### src/rtl/tag_free_list_pkg.sv
// rtl/tag_free_list_pkg.sv - shared tag types, sizing and helpers for the physical-tag free list
package tag_free_list_pkg;

   localparam int TAG_SIZE   = 7;
   localparam int TAG_IDX_W  = TAG_SIZE - 1;
   localparam int NUM_TAGS   = 1 << TAG_IDX_W;
   localparam int NUM_ISSUE  = 4;
   localparam int NUM_COMMIT = 4;

   typedef logic [TAG_SIZE-1:0] tag_t;
   typedef logic [NUM_TAGS-1:0] tag_map_t;

   // MSB set marks a special/immediate tag; these never enter the bitmaps
   localparam tag_t TAG_ZERO = {1'b1, {TAG_IDX_W{1'b0}}};

   localparam int   CNT_MAX        = (1 << TAG_SIZE) - 1;
   localparam tag_t FREE_CNT_RESET = tag_t'((NUM_TAGS > CNT_MAX) ? CNT_MAX : NUM_TAGS);

   function automatic logic is_special(tag_t t);
      return t[TAG_SIZE-1];
   endfunction

   function automatic tag_t popcount_sat(tag_map_t m);
      int c;
      c = 0;
      for (int i = 0; i < NUM_TAGS; i++) begin
         c = c + int'(m[i]);
      end
      if (c > CNT_MAX) begin
         c = CNT_MAX;
      end
      return tag_t'(c);
   endfunction

endpackage

### src/rtl/tag_free_list_if.sv
// rtl/tag_free_list_if.sv - rename/commit side bundle of the physical-tag free list
interface tag_free_list_if;
   import tag_free_list_pkg::*;

   logic                  IN_mispred;
   logic                  IN_mispredFlush;
   logic [NUM_ISSUE-1:0]  IN_issueReq;
   logic [NUM_ISSUE-1:0]  OUT_issueValid;
   tag_t [NUM_ISSUE-1:0]  OUT_issueTags;
   logic [NUM_COMMIT-1:0] IN_commitValid;
   tag_t [NUM_COMMIT-1:0] IN_commitTags;
   tag_t [NUM_COMMIT-1:0] IN_commitPrevTags;
   tag_t                  OUT_freeCount;
   logic                  OUT_err;

   modport master (
      output IN_mispred, IN_mispredFlush, IN_issueReq,
             IN_commitValid, IN_commitTags, IN_commitPrevTags,
      input  OUT_issueValid, OUT_issueTags, OUT_freeCount, OUT_err
   );

   modport slave (
      input  IN_mispred, IN_mispredFlush, IN_issueReq,
             IN_commitValid, IN_commitTags, IN_commitPrevTags,
      output OUT_issueValid, OUT_issueTags, OUT_freeCount, OUT_err
   );

endinterface

### src/rtl/tag_prio_enc.sv
// rtl/tag_prio_enc.sv - returns the first NUM_OUT set-bit indices of a vector, lowest index first
module tag_prio_enc
   import tag_free_list_pkg::*;
#(
   parameter int WIDTH   = NUM_TAGS,
   parameter int NUM_OUT = NUM_ISSUE,
   parameter int IDX_W   = TAG_IDX_W
) (
   input  logic [WIDTH-1:0]              vec,
   output logic [NUM_OUT-1:0][IDX_W-1:0] idx,
   output logic [NUM_OUT-1:0]            valid
);

   always_comb begin
      int found;
      found = 0;
      idx   = '0;
      valid = '0;
      for (int t = 0; t < WIDTH; t++) begin
         if (vec[t]) begin
            for (int k = 0; k < NUM_OUT; k++) begin
               if (found == k) begin
                  idx[k]   = IDX_W'(t);
                  valid[k] = 1'b1;
               end
            end
            found = found + 1;
         end
      end
   end

endmodule

### src/rtl/tag_free_list.sv
// rtl/tag_free_list.sv - speculative/committed physical-tag free list feeding rename
// Optional integrity checking (sticky OUT_err plus assertions) under TAG_FREE_CHECK_EN.
module tag_free_list
   import tag_free_list_pkg::*;
(
   input logic           clk,
   input logic           rst,
   tag_free_list_if.slave bus
);

   tag_map_t spec_free;
   tag_map_t com_free;
   tag_map_t spec_n;
   tag_map_t com_n;
   tag_t     free_cnt;

   logic [NUM_ISSUE-1:0][TAG_IDX_W-1:0] offer_idx;
   logic [NUM_ISSUE-1:0]                offer_valid;
   logic [NUM_ISSUE-1:0]                take;
   logic                                commit_en;
   logic                                replay_en;

   tag_prio_enc #(
      .WIDTH   (NUM_TAGS),
      .NUM_OUT (NUM_ISSUE),
      .IDX_W   (TAG_IDX_W)
   ) u_enc (
      .vec   (spec_free),
      .idx   (offer_idx),
      .valid (offer_valid)
   );

   always_comb begin
      bus.OUT_issueValid = offer_valid;
      bus.OUT_issueTags  = '0;
      for (int i = 0; i < NUM_ISSUE; i++) begin
         if (offer_valid[i]) begin
            bus.OUT_issueTags[i] = {1'b0, offer_idx[i]};
         end
      end
   end

   assign commit_en = !bus.IN_mispredFlush;
   assign replay_en = bus.IN_mispredFlush && !bus.IN_mispred;
   assign take      = bus.IN_issueReq & offer_valid & {NUM_ISSUE{!bus.IN_mispred}};

   // Committed map first, since a mispredict restores from it including this cycle's commits
   always_comb begin
      com_n = com_free;
      if (commit_en) begin
         for (int s = 0; s < NUM_COMMIT; s++) begin
            if (bus.IN_commitValid[s]) begin
               if (!is_special(bus.IN_commitTags[s])) begin
                  com_n[bus.IN_commitTags[s][TAG_IDX_W-1:0]] = 1'b0;
               end
               if (!is_special(bus.IN_commitPrevTags[s])) begin
                  com_n[bus.IN_commitPrevTags[s][TAG_IDX_W-1:0]] = 1'b1;
               end
            end
         end
      end
   end

   // Lowest precedence applied first: issue/replay clears, then commit frees, then restore
   always_comb begin
      spec_n = spec_free;
      for (int i = 0; i < NUM_ISSUE; i++) begin
         if (take[i]) begin
            spec_n[offer_idx[i]] = 1'b0;
         end
      end
      if (replay_en) begin
         for (int s = 0; s < NUM_COMMIT; s++) begin
            if (bus.IN_commitValid[s] && !is_special(bus.IN_commitTags[s])) begin
               spec_n[bus.IN_commitTags[s][TAG_IDX_W-1:0]] = 1'b0;
            end
         end
      end
      if (commit_en) begin
         for (int s = 0; s < NUM_COMMIT; s++) begin
            if (bus.IN_commitValid[s] && !is_special(bus.IN_commitPrevTags[s])) begin
               spec_n[bus.IN_commitPrevTags[s][TAG_IDX_W-1:0]] = 1'b1;
            end
         end
      end
      if (bus.IN_mispred) begin
         spec_n = com_n;
      end
   end

   always_ff @(posedge clk) begin
      if (rst) begin
         spec_free <= '1;
         com_free  <= '1;
         free_cnt  <= FREE_CNT_RESET;
      end else begin
         spec_free <= spec_n;
         com_free  <= com_n;
         free_cnt  <= popcount_sat(spec_n);
      end
   end

   assign bus.OUT_freeCount = free_cnt;

`ifdef TAG_FREE_CHECK_EN
   logic dbl_free;
   logic bad_take;
   logic dup_take;
   logic err_q;

   always_comb begin
      dbl_free = 1'b0;
      dup_take = 1'b0;
      if (commit_en && !bus.IN_mispred) begin
         for (int s = 0; s < NUM_COMMIT; s++) begin
            if (bus.IN_commitValid[s] && !is_special(bus.IN_commitPrevTags[s]) &&
                spec_free[bus.IN_commitPrevTags[s][TAG_IDX_W-1:0]]) begin
               dbl_free = 1'b1;
            end
         end
      end
      bad_take = (|(bus.IN_issueReq & ~offer_valid)) && !bus.IN_mispred;
      for (int i = 0; i < NUM_ISSUE; i++) begin
         for (int j = i + 1; j < NUM_ISSUE; j++) begin
            if (take[i] && take[j] && (offer_idx[i] == offer_idx[j])) begin
               dup_take = 1'b1;
            end
         end
      end
   end

   always_ff @(posedge clk) begin
      if (rst) begin
         err_q <= 1'b0;
      end else if (dbl_free || bad_take || dup_take) begin
         err_q <= 1'b1;
      end
   end

   always_ff @(posedge clk) begin
      if (!rst) begin
         assert (!dbl_free);
         assert (!bad_take);
         assert (!dup_take);
      end
   end

   assign bus.OUT_err = err_q;
`else
   assign bus.OUT_err = 1'b0;
`endif

endmodule

### src/flat_wrapper.sv
// flat-port wrapper written by rule: the top's interface ports become plain ports
module tag_free_list_flat import tag_free_list_pkg::*;
  (clk, rst, bus_IN_mispred, bus_IN_mispredFlush, bus_IN_issueReq, bus_IN_commitValid, bus_IN_commitTags, bus_IN_commitPrevTags, bus_OUT_issueValid, bus_OUT_issueTags, bus_OUT_freeCount, bus_OUT_err);
  tag_free_list_if bus_i ();
  input logic clk;
  input logic rst;
  input wire logic [$bits(bus_i.IN_mispred)-1:0] bus_IN_mispred;
  input wire logic [$bits(bus_i.IN_mispredFlush)-1:0] bus_IN_mispredFlush;
  input wire logic [$bits(bus_i.IN_issueReq)-1:0] bus_IN_issueReq;
  input wire logic [$bits(bus_i.IN_commitValid)-1:0] bus_IN_commitValid;
  input wire logic [$bits(bus_i.IN_commitTags)-1:0] bus_IN_commitTags;
  input wire logic [$bits(bus_i.IN_commitPrevTags)-1:0] bus_IN_commitPrevTags;
  output wire logic [$bits(bus_i.OUT_issueValid)-1:0] bus_OUT_issueValid;
  output wire logic [$bits(bus_i.OUT_issueTags)-1:0] bus_OUT_issueTags;
  output wire logic [$bits(bus_i.OUT_freeCount)-1:0] bus_OUT_freeCount;
  output wire logic [$bits(bus_i.OUT_err)-1:0] bus_OUT_err;
  assign bus_i.IN_mispred = bus_IN_mispred;
  assign bus_i.IN_mispredFlush = bus_IN_mispredFlush;
  assign bus_i.IN_issueReq = bus_IN_issueReq;
  assign bus_i.IN_commitValid = bus_IN_commitValid;
  assign bus_i.IN_commitTags = bus_IN_commitTags;
  assign bus_i.IN_commitPrevTags = bus_IN_commitPrevTags;
  assign bus_OUT_issueValid = bus_i.OUT_issueValid;
  assign bus_OUT_issueTags = bus_i.OUT_issueTags;
  assign bus_OUT_freeCount = bus_i.OUT_freeCount;
  assign bus_OUT_err = bus_i.OUT_err;
  tag_free_list u_core (.clk(clk), .rst(rst), .bus(bus_i));
endmodule
### config.mk
export PLATFORM = sky130hd
export DESIGN_NAME = tag_free_list_flat
export DESIGN_NICKNAME = d
export VERILOG_FILES = /design/src/rtl/tag_free_list_pkg.sv /design/src/rtl/tag_free_list_if.sv /design/src/rtl/tag_prio_enc.sv /design/src/rtl/tag_free_list.sv /design/src/flat_wrapper.sv
export SDC_FILE = /design/constraint.sdc
export NUM_CORES = 2
export LEC_CHECK = 0
export BUFFER_PORTS_ARGS = -buffer_cell sky130_fd_sc_hd__buf_2
export CAP_MARGIN = 30
export CELL_PAD_IN_SITES_DETAIL_PLACEMENT = 0
export CELL_PAD_IN_SITES_GLOBAL_PLACEMENT = 1
export CORE_MARGIN = 2
export CORE_UTILIZATION = 49
export CTS_BUF_LIST = sky130_fd_sc_hd__clkbuf_8
export DETAILED_ROUTE_END_ITERATION = 7
export HOLD_SLACK_MARGIN = 0.12
export PLACE_DENSITY_LB_ADDON = 0.1
export SYNTH_ARGS = -nofsm -noshare
export SYNTH_HDL_FRONTEND = slang
export SYNTH_SLANG_ARGS = --single-unit
export TNS_END_PERCENT = 100
### constraint.sdc
create_clock -name clk -period 51.3 [get_ports clk]
set_input_delay 0 -clock clk [delete_from_list [all_inputs] [get_ports clk]]
set_output_delay 0 -clock clk [all_outputs]
set_load 0.01 [all_outputs]
### After elaboration in Yosys (flattened, before gate mapping)

Index checks and enable logic that the tools add are counted.
W data, S select, Z words.

* output and inout bits: 40
* input port bits: 68
* logic and storage cells: 1235
* register bits after elaboration: 135

* add/sub/neg operators: 125
* magnitude comparators: 25
* bitwise logic cells: 30
* muxes and demuxes: 768
* eq/ne operators: 189
* reduce and logical (&&, ||, !) cells: 94

Operator list (count)
* $eq A32 B3 Y1 const B: 126
* $mux W64: 45
* $eq A32 B2 Y1 const B: 63
* $logic_not A32 Y1: 63
* $add A32 B2 Y32: 62
* $add A32 B2 Y32 const B: 62
* $mux W32: 62
* $mux W6: 253
* $mux W24: 62
* $and A64 B64 Y64: 12
* $not A64 Y64: 8
* $or A64 B64 Y64: 8
* $mux W1: 270
* $mux W4: 63
* $lt A6 B7 Y1 const B: 12
* $demux W1 S6: 12
* $ge A6 B1 Y1 const B: 12
* $gt A32 B8 Y1 const B: 1
* $logic_and A1 B1 Y1: 21
* $mux W19: 1
* $logic_not A1 Y1: 9
* $and A4 B4 Y4: 2
* $add A1 B1 Y2: 1
* $reduce_or A2 Y1: 1

### Logic depth before layout (Yosys ltp)

* depth in word-level cells: 231
* gate-level depth with buffers: 249
* gate-level depth less buffers: 248

### By module

A second synthesis with hierarchy kept.

* cells, all modules: 6104
* area, all modules: 42793.5 um^2

Modules (own cells, without submodules)
* tag_prio_enc: seq. area each 0.0 um^2, cells an instance 3541, area an instance 24573.6 um^2, times used 1
* tag_free_list: seq. area each 2702.6 um^2, cells an instance 2563, area an instance 18220.0 um^2, times used 1

### Least setup slack after synthesis

Ideal clock, no wire load.

* path type: register to register
* start point: reg u_core.spec_free[1]
* end point: reg u_core.free_cnt[6] (netlist: u_core.bus.OUT_freeCount[6])
* setup time: 120 ps
* buffers on the path: 1
* required time: 51180 ps
* clock period less this slack: 46794 ps
* data arrival time: 46674 ps
* stages on the path, launching flop included: 242
* setup slack: 4506 ps
* cells stage by stage: dfxtp_1 > fa_1 > ha_1 > nor2b_1 > a31oi_2 > ha_1 > nor2b_1 > nor2_1 > nand2_1 > inv_1 > ha_1 > a22o_1 > buf_2 > ha_1 > nand2b_1 > o21a_1 > ha_1 > nor2b_1 > [... 206 more ...] > fa_1 > inv_1 > fa_1 > fa_1 > fa_1 > inv_1 > fa_1 > inv_1 > fa_1 > inv_1 > fa_1 > inv_1 > fa_1 > nor2b_1 > o21ai_0 > nand2b_1 > a21o_1 > a211o_1

* cells in the longest elaborated chain, start to end: 229
* elaborated cells on any way between the ends: 1117
* those cells by class: add/sub (124); order compare (9); eq/ne (186); mux (713); bitwise (18); reduce/logical (67)

RTL lines
* start: declaration: RTL line tag_free_list.sv:11 `tag_map_t spec_free;`
* start signal: assignment: RTL line tag_free_list.sv:97 `spec_free <= spec_n;`
* $mux W32: RTL line tag_prio_enc.sv:20 `if (vec[t]) begin`
* $add A32 B2 Y32 or $logic_not A32 Y1 (tied branches): RTL line tag_prio_enc.sv:27, tag_prio_enc.sv:22
* $mux W32 or $mux W6 (tied branches): RTL line tag_prio_enc.sv:20, tag_prio_enc.sv:22
* $add A32 B2 Y32, or another cell as far along: RTL line tag_prio_enc.sv:27 `found = found + 1;`
* $mux W32 or $mux W6 (tied branches): RTL line tag_prio_enc.sv:20, tag_prio_enc.sv:22
* $add A32 B2 Y32, or another cell as far along: RTL line tag_prio_enc.sv:27
* $mux W32 or $mux W6 (tied branches): RTL line tag_prio_enc.sv:20, tag_prio_enc.sv:22
* $add A32 B2 Y32, or another cell as far along: RTL line tag_prio_enc.sv:27
* [... 153 more ...]
* $mux W64: RTL line tag_free_list.sv:81 `if (bus.IN_commitValid[s] && !is_special(bus.IN_commitPrevTags[s])) begin`
* $mux W64 *: RTL line tag_free_list.sv:79 `if (commit_en) begin`
* $mux W64 *: RTL line tag_free_list.sv:86 `if (bus.IN_mispred) begin`
* via u_core.spec_n[0]: RTL line tag_free_list.sv:13 `tag_map_t spec_n;`
* $add A1 B1 Y2 *: RTL line tag_free_list_pkg.sv:27 `c = c + int'(m[i]);`
* $add A32 B2 Y32 * (62 in a row): RTL line tag_free_list_pkg.sv:27
* $gt A32 B8 Y1: RTL line tag_free_list_pkg.sv:29 `if (c > CNT_MAX) begin`
* $reduce_or A2 Y1 (no source line)
* end signal: assignment: RTL line tag_free_list.sv:99 `free_cnt <= popcount_sat(spec_n);`
* end: declaration: RTL line tag_free_list.sv:15 `tag_t free_cnt;`

Mark *: on every way through the listed nets, which the timed path passes. The rest lies on a longest branch. The select of a mux whose other input is x is not followed.
A chain may end at the register's enable or synchronous reset.

### Final worst setup path

* start point: reg u_core.spec_free[1]
* end point: reg u_core.free_cnt[6] (netlist: u_core.bus.OUT_freeCount[6])

* elaborated cells on any way between the ends: 1117
* those cells by class: add/sub (124); order compare (9); eq/ne (186); mux (713); bitwise (18); reduce/logical (67)

RTL lines (RTL line)
* $mux W32: tag_prio_enc.sv:20
* $add A32 B2 Y32 or $logic_not A32 Y1 (tied branches): tag_prio_enc.sv:27, tag_prio_enc.sv:22
* $mux W32 or $mux W6 (tied branches): tag_prio_enc.sv:20, tag_prio_enc.sv:22
* $add A32 B2 Y32, or another cell as far along: tag_prio_enc.sv:27
* $mux W32 or $mux W6 (tied branches): tag_prio_enc.sv:20, tag_prio_enc.sv:22
* $add A32 B2 Y32, or another cell as far along: tag_prio_enc.sv:27
* $mux W32 or $mux W6 (tied branches): tag_prio_enc.sv:20, tag_prio_enc.sv:22
* $add A32 B2 Y32, or another cell as far along: tag_prio_enc.sv:27
* [... 152 more ...]
* $or A64 B64 Y64 (no source line)
* $mux W64: tag_free_list.sv:81
* $mux W64 *: tag_free_list.sv:79
* $mux W64 *: tag_free_list.sv:86
* via u_core.spec_n[63]: tag_free_list.sv:13
* $add A32 B2 Y32 *: tag_free_list_pkg.sv:27
* $gt A32 B8 Y1: tag_free_list_pkg.sv:29
* $reduce_or A2 Y1 (no source line)

Marks and branches as above.

==> out/qor.csv <==
stage;metric;value;unit
worst_setup_path;cp_data_arrival_time;49.29;ns
grt;antenna_found_initial;9;
timing;slew_violations;0;
timing;hold_viol;0;
cells_and_area;drive_gt1_share;11.10;%
floorplanning;fp.dieH;300.6;um
timing;holdWs;0.1867;ns
floorplanning;die-area;0.09035;mm2
synthesis;synth.most_common_cell;nand2_1;
synthesis;synth-compound-area-share;27.42;%
worst_setup_path;crit_family;adder cells;
clock_tree;cts.htree.levels;4;
synthesis;syn_inst;6358;
worst_setup_path;cp_max_fo;6;
worst_setup_path;crit_path_top_delay_cell;o31ai_2;
timing;finalClockSkew;0.01930;ns
worst_setup_path;cpPeakStageDelay;0.89;ns
synthesis;synth.top_cell.area_share;7.635;%
synthesis;synth-adder-area-share;10.26;%
timing;post-route-period-util;95.16;%
clock_tree;cts_root_buf;clkbuf_8;
grt;first_global_vias;47540;
worst_setup_path;crit_buf_inv;25;
worst_setup_path;critPathKind;register to register;
placed_design;dp_slack;-1.660;ns
clock_tree;path_clk_slew;0.10;ns
floorplanning;start_util;49.53;%
synthesis;yosysTopAreaCell;ha_1;
placed_design;gp_congestion;1.134;
synthesis;syn-cell-area;0.04310;mm2
grt;grt_pass1_wl;313100;um
placed_design;port_buffers;102;
clock_tree;tritoncts;done;
grt;grt_overflow;0;
worst_setup_path;crit_path_start_kind;register;
synthesis;synth_xor_area_share;13.61;%
synthesis;yosys-top-cells-count;nand2_1 (830), nor2_1 (670), o21ai_0 (425);
floorplanning;fp-row-count;108;
synthesis;ys_top_cells_by_area;ha_1 (7.6%), nand2_1 (7.2%), dfxtp_1 (6.3%);
routing;viasPerCell;6.983;
worst_setup_path;required;51.78;ns
cells_and_area;syn2layout_area_growth;7.020;%
synthesis;synth_top_flop_cell;dfxtp_1;
worst_setup_path;rrSetupSlack;2.48;ns
routing;vias;52510;
run_status;status;finished with violations;
routing;drc;35;
synthesis;yosysWarnings;0;
min_path;hp-class;primary input to register;
worst_setup_path;crit_top_cell;ha_1;
synthesis;synth_top_family_by_area;simple AND/OR/NAND/NOR gates;
timing;setup_viol;0;
floorplanning;die_w;300.6;um
clock_tree;cts_buffers;17;
clock_tree;clock_path_buffers;2;
floorplanning;coreArea;0.08702;mm2
worst_setup_path;worstSetupEndpointType;register;
grt;track_usage;46.07;%
routing;antenna_left;0;
routing;drt_iter0_drc;8043;
synthesis;syn_area_per_cell;6.779;um2
grt;grt_start_max_net_pins;65;
run_status;violations;DRC;
placed_design;dp_hpwl;172900;um
timing;fin_crit;48.82;ns
synthesis;async_flop_share;0;%
synthesis;yosysSeqAreaShare;6.271;%
timing;fmax;20.49;MHz
timing;setup_slack;2.484;ns
synthesis;synth_seq_cells;135;
cells_and_area;fill_cells;8879;
clock_tree;clock_latency;0.58;ns
routing;drt-total-wl;217400;um
synthesis;muxShareOfSynthArea;1.724;%
routing;drt-wirelength-per-cell;28.91;um
floorplanning;io_pins;108;
timing;maxSlewHeadroom;18.13;%
synthesis;synth-simple-area-share;35.28;%
synthesis;synth.distinct_cells;133;
timing;tightest_slew;1.223;ns
flow_run;drv_cap;0;
cells_and_area;fin_nets;6733;
routing;detail_route.first_pass.iterations;8;
synthesis;synth_edf_count;0;
clock_tree;cts_sinks;135;
sequential cells by signal, summed over array words and instances, names as in the netlist:
| name | count |
|---|---|
| u_core.bus.OUT_freeCount | 7 |
| u_core.com_free | 64 |
| u_core.spec_free | 64 |
per-stage QoR:
step | setup TNS (ns) | instance area [um2] | std cells | utilization, %
finish | 0 | 46130 | 7520 | 53.00
global route | -0.7540 | 46110 | 7514 | 52.99
CTS | 0 | 45460 | 7480 | 52.24
detailed placement | -9.122 | 44760 | 7437 | 51.44
global placement | 0 | 44720 | 7428 | 51.39
floorplan | 0 | 43120 | 6362 | -
placed cells by master, fill, tap and decap left out, types with 108 or more instances in the layout:
cell,netlist,final
dfxtp_1,135,132
nand2b_1,121,121
buf_2,28,108
xnor2_1,254,246
nor3_1,196,191
ha_1,263,258
buf_4,14,147
nand2_1,830,824
nand3_1,291,288
o21ai_0,425,401
nor2_1,670,660
a21oi_1,326,320
o22ai_1,138,138
inv_1,276,273
cell families after synthesis:
logic type,after synthesis
multiplexers,71
XOR/XNOR,484
flip-flops,135
AND/OR/NAND/NOR,3008
buffers and inverters,593
adder cells (fa/ha/maj),321
AO/OA/AOI/OAI,1745
other,1
path summary, 6_finish.rpt:
path	startpoint	end	cells past startpoint
worst min-delay path	bus_IN_commitPrevTags[21]	u_core.com_free[44]$_SDFF_PP1_	6
worst max register to register	u_core.spec_free[1]$_SDFF_PP1_	u_core.bus.OUT_freeCount[6]$_SDFF_PP1_	238
worst min register to register	u_core.com_free[13]$_SDFF_PP1_	u_core.com_free[13]$_SDFF_PP1_	2
worst max-delay path	u_core.spec_free[1]$_SDFF_PP1_	u_core.bus.OUT_freeCount[6]$_SDFF_PP1_	238
worst min-delay path, stage by stage:
cell     delay, ns
buf_2         0.20
nor2_1        0.15
nand3_1       0.12
a21oi_1       0.14
a21oi_1       0.06
nand2_1       0.06
routing by layer:
layer	part of all wire [%]	global-route usage (%)	up-vias
met3	13	14.57	704
met2	41	66.99	3617
met5	0.0060	0	-
met1	40	60.55	24980
met4	6.4	24.28	2
li1	-	-	23210
what timing repair did:
| action | 4_1_cts | 5_1_grt |
|---|---|---|
| gates resized for setup | 48 | 106 |
| hold buffers | 7 | 0 |
| setup endpoints to repair | 7 | 7 |
| endpoints found under the hold margin | 30 | 0 |
| pin swaps | 3 | 13 |
| buffers inserted | 5 | 26 |
final cells by class:
cell class	instances	area [um2]	share of cell area, %
Multi-Input combinational cell	5634	38680	83.87
Clock inverter	13	170.2	0.3689
Tap cell	1155	1445	3.133
Inverter	289	1085	2.352
Sequential cell	135	2714	5.884
Timing Repair Buffer	270	1764	3.825
Antenna cell	6	15.01	0.03255
Clock buffer	18	247.7	0.5371
Power is not shown: default switching activity piles up to over one toggle a cycle in this logic, so the estimate is an artifact.
